[config.mk]
export PLATFORM = sky130hd
export DESIGN_NAME = dla_mosi_requester
export DESIGN_NICKNAME = d
export VERILOG_FILES = /design/src/rtl/dla_mosi_requester.sv
export SDC_FILE = /design/constraint.sdc
export NUM_CORES = 1
export LEC_CHECK = 0
export ABC_AREA = 1
export ABC_CLOCK_PERIOD_IN_PS = 20700
export BUFFER_PORTS_ARGS = -buffer_cell sky130_fd_sc_hd__buf_2
export CORE_AREA = 2 2 419 421
export CTS_CLUSTER_SIZE = 25
export DETAILED_ROUTE_END_ITERATION = 6
export DIE_AREA = 0 0 421 423
export GPL_TIMING_DRIVEN = 1
export PLACE_DENSITY = 0.45
export SYNTH_ARGS = -nofsm -noshare
export SYNTH_HDL_FRONTEND = slang
export SYNTH_SLANG_ARGS = --single-unit
[constraint.sdc]
create_clock -name clk_i -period 20.7 [get_ports clk_i]
set_clock_uncertainty 0.2 [all_clocks]
set_input_delay 2.07 -clock clk_i [delete_from_list [all_inputs] [get_ports clk_i]]
set_output_delay 2.07 -clock clk_i [all_outputs]
set_load 0.01 [all_outputs]
[src/rtl/dla_mosi_requester.sv]
// DLA-side MOSI requester: frames DLA requests as header + write beats toward the MOSI bridge
// and buffers MISO read beats back into the DLA read-return stream, with a progress watchdog.
module dla_mosi_requester #(
    parameter int MOSI_DATA_W = 256,
    parameter int TIMEOUT_CYC = 1024,
    parameter int RBUF_DEPTH  = 4
) (
    input  logic                   clk_i,
    input  logic                   rst_n,
    input  logic                   clr_i,
    input  logic                   req_valid_i,
    output logic                   req_ready_o,
    input  logic                   req_write_i,
    input  logic [31:0]            req_addr_i,
    input  logic [7:0]             req_len_i,
    input  logic                   wdat_valid_i,
    output logic                   wdat_ready_o,
    input  logic [MOSI_DATA_W-1:0] wdat_data_i,
    output logic                   rdat_valid_o,
    input  logic                   rdat_ready_i,
    output logic [MOSI_DATA_W-1:0] rdat_data_o,
    output logic                   done_o,
    output logic [1:0]             err_o,
    output logic                   mosi_valid_o,
    input  logic                   mosi_ready_i,
    output logic [MOSI_DATA_W-1:0] mosi_data_o,
    input  logic                   miso_valid_i,
    output logic                   miso_ready_o,
    input  logic [MOSI_DATA_W-1:0] miso_data_i
);

    localparam int PTR_W = $clog2(RBUF_DEPTH);
    localparam int CNT_W = PTR_W + 1;
    localparam int WD_W  = $clog2(TIMEOUT_CYC + 1);

    localparam logic [2:0] S_IDLE  = 3'd0;
    localparam logic [2:0] S_HDR   = 3'd1;
    localparam logic [2:0] S_WDATA = 3'd2;
    localparam logic [2:0] S_WDONE = 3'd3;
    localparam logic [2:0] S_RDATA = 3'd4;

    logic [2:0]             state_q, state_d;
    logic                   write_q, write_d;
    logic [7:0]             len_q, len_d;
    logic [8:0]             beat_q, beat_d;
    logic [WD_W-1:0]        wd_q, wd_d;
    logic [1:0]             err_q, err_d, err_set;
    logic                   done_q, done_d;
    logic [MOSI_DATA_W-1:0] hdr_q, hdr_d;
    logic                   hdr_load;
    logic [MOSI_DATA_W-1:0] mem_q [RBUF_DEPTH];
    logic [PTR_W-1:0]       wr_ptr_q, rd_ptr_q;
    logic [CNT_W-1:0]       fill_q, fill_d;
    logic                   push, pop, drop, flush;
    logic                   mosi_hs, miso_hs, rdat_hs, req_ok;

    assign mosi_hs = mosi_valid_o & mosi_ready_i;
    assign miso_hs = miso_valid_i & miso_ready_o;
    assign rdat_hs = rdat_valid_o & rdat_ready_i;
    assign req_ok  = req_len_i[0] && (req_addr_i[5:0] == 6'd0);

    // A beat may still land in the slack slot after ready drops; only a full buffer with no pop drops it
    assign pop  = rdat_hs;
    assign push = (state_q == S_RDATA) && miso_valid_i && ((fill_q != CNT_W'(RBUF_DEPTH)) || pop);
    assign drop = (state_q == S_RDATA) && miso_valid_i && (fill_q == CNT_W'(RBUF_DEPTH)) && !pop;

    always_comb begin
        req_ready_o  = (state_q == S_IDLE) && (err_q == 2'b00) && !done_q;
        mosi_valid_o = 1'b0;
        mosi_data_o  = '0;
        wdat_ready_o = 1'b0;
        miso_ready_o = 1'b0;
        case (state_q)
            S_HDR: begin
                mosi_valid_o = 1'b1;
                mosi_data_o  = hdr_q;
            end
            S_WDATA: begin
                mosi_valid_o = wdat_valid_i;
                mosi_data_o  = wdat_data_i;
                wdat_ready_o = mosi_ready_i;
            end
            S_WDONE: miso_ready_o = 1'b1;
            S_RDATA: miso_ready_o = (fill_q <= CNT_W'(RBUF_DEPTH - 2));
            default: ;
        endcase
        rdat_valid_o = (fill_q != '0);
        rdat_data_o  = rdat_valid_o ? mem_q[rd_ptr_q] : '0;
        done_o       = done_q;
        err_o        = err_q;
    end

    always_comb begin
        state_d  = state_q;
        write_d  = write_q;
        len_d    = len_q;
        beat_d   = beat_q;
        wd_d     = '0;
        err_set  = 2'b00;
        done_d   = 1'b0;
        flush    = 1'b0;
        hdr_load = 1'b0;
        hdr_d    = '0;
        hdr_d[1:0]   = req_write_i ? 2'b01 : 2'b10;
        hdr_d[9:2]   = req_len_i;
        hdr_d[41:10] = req_addr_i;
        case (state_q)
            S_IDLE: begin
                if (req_valid_i && req_ready_o) begin
                    if (req_ok) begin
                        hdr_load = 1'b1;
                        write_d  = req_write_i;
                        len_d    = req_len_i;
                        beat_d   = '0;
                        state_d  = S_HDR;
                    end else begin
                        err_set[0] = 1'b1;
                    end
                end
            end
            S_HDR: if (mosi_hs) state_d = write_q ? S_WDATA : S_RDATA;
            S_WDATA: begin
                if (mosi_hs) begin
                    if (beat_q == {1'b0, len_q}) begin
                        beat_d  = '0;
                        state_d = S_WDONE;
                    end else begin
                        beat_d = beat_q + 9'd1;
                    end
                end
            end
            S_WDONE: begin
                if (miso_valid_i) begin
                    done_d  = 1'b1;
                    state_d = S_IDLE;
                end
            end
            S_RDATA: begin
                if (push) beat_d = beat_q + 9'd1;
                if (drop) err_set[1] = 1'b1;
                if ((beat_q == {1'b0, len_q} + 9'd1) && (fill_q == '0)) begin
                    beat_d  = '0;
                    done_d  = 1'b1;
                    state_d = S_IDLE;
                end
            end
            default: state_d = S_IDLE;
        endcase
        // Watchdog: any handshake counts as progress; expiry aborts without a done pulse
        if ((state_q == S_WDATA) || (state_q == S_WDONE) || (state_q == S_RDATA)) begin
            if (mosi_hs || miso_hs || rdat_hs) begin
                wd_d = '0;
            end else if (wd_q == WD_W'(TIMEOUT_CYC - 1)) begin
                err_set[1] = 1'b1;
                flush      = 1'b1;
                done_d     = 1'b0;
                beat_d     = '0;
                state_d    = S_IDLE;
            end else begin
                wd_d = wd_q + WD_W'(1);
            end
        end
        err_d = clr_i ? 2'b00 : (err_q | err_set);
    end

    always_comb begin
        fill_d = fill_q;
        if (flush)            fill_d = '0;
        else if (push && !pop) fill_d = fill_q + CNT_W'(1);
        else if (pop && !push) fill_d = fill_q - CNT_W'(1);
    end

    always_ff @(posedge clk_i or negedge rst_n) begin
        if (!rst_n) begin
            state_q  <= S_IDLE;
            write_q  <= 1'b0;
            len_q    <= '0;
            beat_q   <= '0;
            wd_q     <= '0;
            err_q    <= 2'b00;
            done_q   <= 1'b0;
            wr_ptr_q <= '0;
            rd_ptr_q <= '0;
            fill_q   <= '0;
        end else begin
            state_q <= state_d;
            write_q <= write_d;
            len_q   <= len_d;
            beat_q  <= beat_d;
            wd_q    <= wd_d;
            err_q   <= err_d;
            done_q  <= done_d;
            fill_q  <= fill_d;
            if (flush) begin
                wr_ptr_q <= '0;
                rd_ptr_q <= '0;
            end else begin
                if (push) wr_ptr_q <= wr_ptr_q + PTR_W'(1);
                if (pop)  rd_ptr_q <= rd_ptr_q + PTR_W'(1);
            end
        end
    end

    always_ff @(posedge clk_i) begin
        if (hdr_load) hdr_q <= hdr_d;
        if (push)     mem_q[wr_ptr_q] <= miso_data_i;
    end

endmodule

==> metrics.cfg <==
[global_route]
grt_max_degree = 238
grt_pass1_vias = 33000
grt_usage = 0.222
grt_pass1_wl_mm = 274
gr-total-overflow = 0
antenna_found_initial = 126

[logic_synthesis]
ys_warn_count = 0
synthesis.nets = 4615
synth.cell_area_um2 = 45700
syn_avg_cell_area_um2 = 11.3
ys_async_sr_fraction = 0.0379
syn_inst = 4046
synthDistinctLibCells = 36
yosysTopAreaCell = edfxtp_1
synth_top_area_frac = 0.701
synth_seq_cells = 1108
synth_ff_type = edfxtp_1
yosysSeqAreaShare = 0.724
synth_edf_count = 1066
ys_top_cells_by_area = edfxtp_1 70%, nor2_1 11%, o21ai_0 5.8%

[routing]
first_pass_iters = 7
drc = 0
drt-total-wl_mm = 204
drt_iter0_markers = 2235
viasPerCell = 4.56
drtAntennaViolNets = 0
via_count = 34400
wl_per_cell_um = 27.0

[setup_path]
crit_arrival_ps = 4420
r2r_slack_ps = 15890
cp_data_required_time_ps = 18430
crit_end = rdat_data_o[166]
critPathLaunchType = flip-flop
reg2regPathDepth = 8
cp_max_fo = 193
rr_endpoint = mem_q[0][122]$_DFFE_PP_
cp-end-kind = output port
crit_start = rd_ptr_q[0]$_DFFE_PN0P_
critPathKind = flip-flop to output port
regToRegStartpoint = state_q[0]$_DFF_PN0_

[status]
status = completed

[cells_and_area]
fin_nets = 5628
utilization = 0.334
multiInputGateArea_um2 = 10600
register_area_um2 = 33100
num-fill-cells = 17600
area_growth_pct = 26.7
stdcell_count = 7539
drive_above_1_share = 0.257

[clock_network]
cts-root-buf = clkbuf_16
htreeDepth = 4
cts_resized = 0
cts_hold_buf = 0
clock_sinks = 1108
cts_setup_buffers = 0
clock_latency_ps = 780
cts_tree = yes
cts_buffers = 135
clk_pin_slew_worst_paths_ps = 60
clk_path_buf_depth = 3

[place]
gp_congestion = 1.06
post-place-ws_ps = 14220
hpwl_mm = 145
dp_cells = 7247
port-buffer-count = 1080

[die]
dieWidth_um = 421
die_h_um = 423
coreArea_um2 = 173000
start_util = 0.264
rows = 153
die-area_um2 = 178000
io_pins = 1081

[sta]
fin_ws_ps = 14010
period_needed_ps = 6690
hold_violations = 0
setup_viol = 0
final.setup.tns_ps = 0
period_share = 0.323
worst_pin_slew_ps = 1280
relSlewSlack = 0.144
rsz0062_at_grt = no
max_freq_mhz = 149
slew_viol_final = 0

[pwr]
pwr_density_cell_nw_per_um2 = 127
ir_worst_vdd_mv = 0.134
p_leak_uw = 0.0228

[job]
maxCapViolations = 0

[worst_hold_path]
hold_path_class = flip-flop to flip-flop

==> final cells by class <==
class,instances,share of cell area
flip-flops and latches,1108,0.571
multi-input cells,2410,0.184
repair buffers,1119,0.100
clock buffers,168,0.0610
well taps,2325,0.0503
inverters,285,0.0190
clock inverters,74,0.0123
diodes,50,0.00216
==> synth_stat cells, types with 7 or more instances <==
cell      number
buf_1         31
nand2_1      152
inv_1        278
dfrtp_1       42
nand3_1       41
nor2_1      1302
o21ai_0      525
a22o_1        42
xor2_1        11
buf_2          7
nor3_1        10
ha_1           7
edfxtp_1    1066
a21oi_1      290
clkbuf_1     203
==> per-layer routing <==
layer / global-route usage / up-vias / share of wire
met2: 0.409 / 1193 / 0.53
met5: 0 / - / 0.00079
met1: 0.215 / 16800 / 0.34
met4: 0.160 / 28 / 0.084
li1: - / 15900 / -
met3: 0.0540 / 450 / 0.053
==> cells in the final DEF, fill, tap and decap left out, types with 3 or more instances in the layout <==
master     netlist  final
a21oi_1        290    290
nor3_1          10     10
clkbuf_1       203     30
clkinv_2         0     19
inv_2            5      4
edfxtp_1      1066   1066
inv_1          278    276
clkinv_8         0      3
buf_12           0      7
bufinv_16        0      5
nor2_1        1302   1298
inv_6            0      5
a22o_1          42     42
buf_2            7   1080
nand2_1        152    152
xor2_1          11     11
dfrtp_1         42     40
inv_8            0      4
nand3_1         41     41
nor2_4           0      5
clkinv_16        0      6
nand3b_1         5      5
inv_16           0      3
clkbuf_8         0      3
buf_4            1     32
diode_2          0     50
ha_1             7      7
clkbuf_16        0    135
nand4_1          3      3
clkinv_1         2     31
o21ai_0        525    525
==> report_power, final <==
part / internal, µW / switching (µW) / leakage (µW) / total (µW)
Combinational: 770 / 1800 / 0.0106 / 2570
Sequential: 2470 / 46.5 / 0.0101 / 2520
Clock: 1290 / 971 / 0.00206 / 2260
==> sequential cells by signal, summed over array words and instances, names as in the netlist <==
register  count
rd_ptr_q      2
mem_q      1024
state_q       3
done_o        1
fill_q        3
hdr_q        42
err_o         2
len_q         8
wd_q         11
beat_q        9
write_q       1
wr_ptr_q      2
==> metrics by stage <==
stage	area, µm²	power (µW)	hold WS [ps]
final	57900	7350	268
after detailed placement	53500	5190	261
after global routing	57800	7730	298
after CTS	57800	7480	269
after global placement	53500	5190	257
after floorplan	45700	3940	233
==> how the worst min path moves through the flow <==
stage	startpoint	to	slack [ps]	cells after the start
final	wd_q[0]$_DFF_PN0_	wd_q[0]$_DFF_PN0_	270	1
after floorplan	wd_q[0]$_DFF_PN0_	wd_q[0]$_DFF_PN0_	230	1
after global routing	wd_q[0]$_DFF_PN0_	wd_q[0]$_DFF_PN0_	300	1
after global placement	wd_q[0]$_DFF_PN0_	wd_q[0]$_DFF_PN0_	260	1
after detailed placement	wd_q[0]$_DFF_PN0_	wd_q[0]$_DFF_PN0_	260	1
after CTS	wd_q[0]$_DFF_PN0_	wd_q[0]$_DFF_PN0_	270	1
==> logic make-up after synthesis <==
family,after synthesis,share of synthesized area
fa+ha+maj,8,0.00236
xor+xnor,13,0.00249
buf+inv,528,0.0438
compound gates,865,0.0985
simple gates,1524,0.129
flops,1108,0.724
==> critical path, cell delays in order, from the launching register on <==
cell and delay [ps]:
dfrtp_4 720, buf_12 530, buf_4 930, nor2_1 110
nor2_1 110, o21ai_0 100, a21oi_1 430, buf_2 230
No activity file was read; power rests on OpenSTA's default activity.
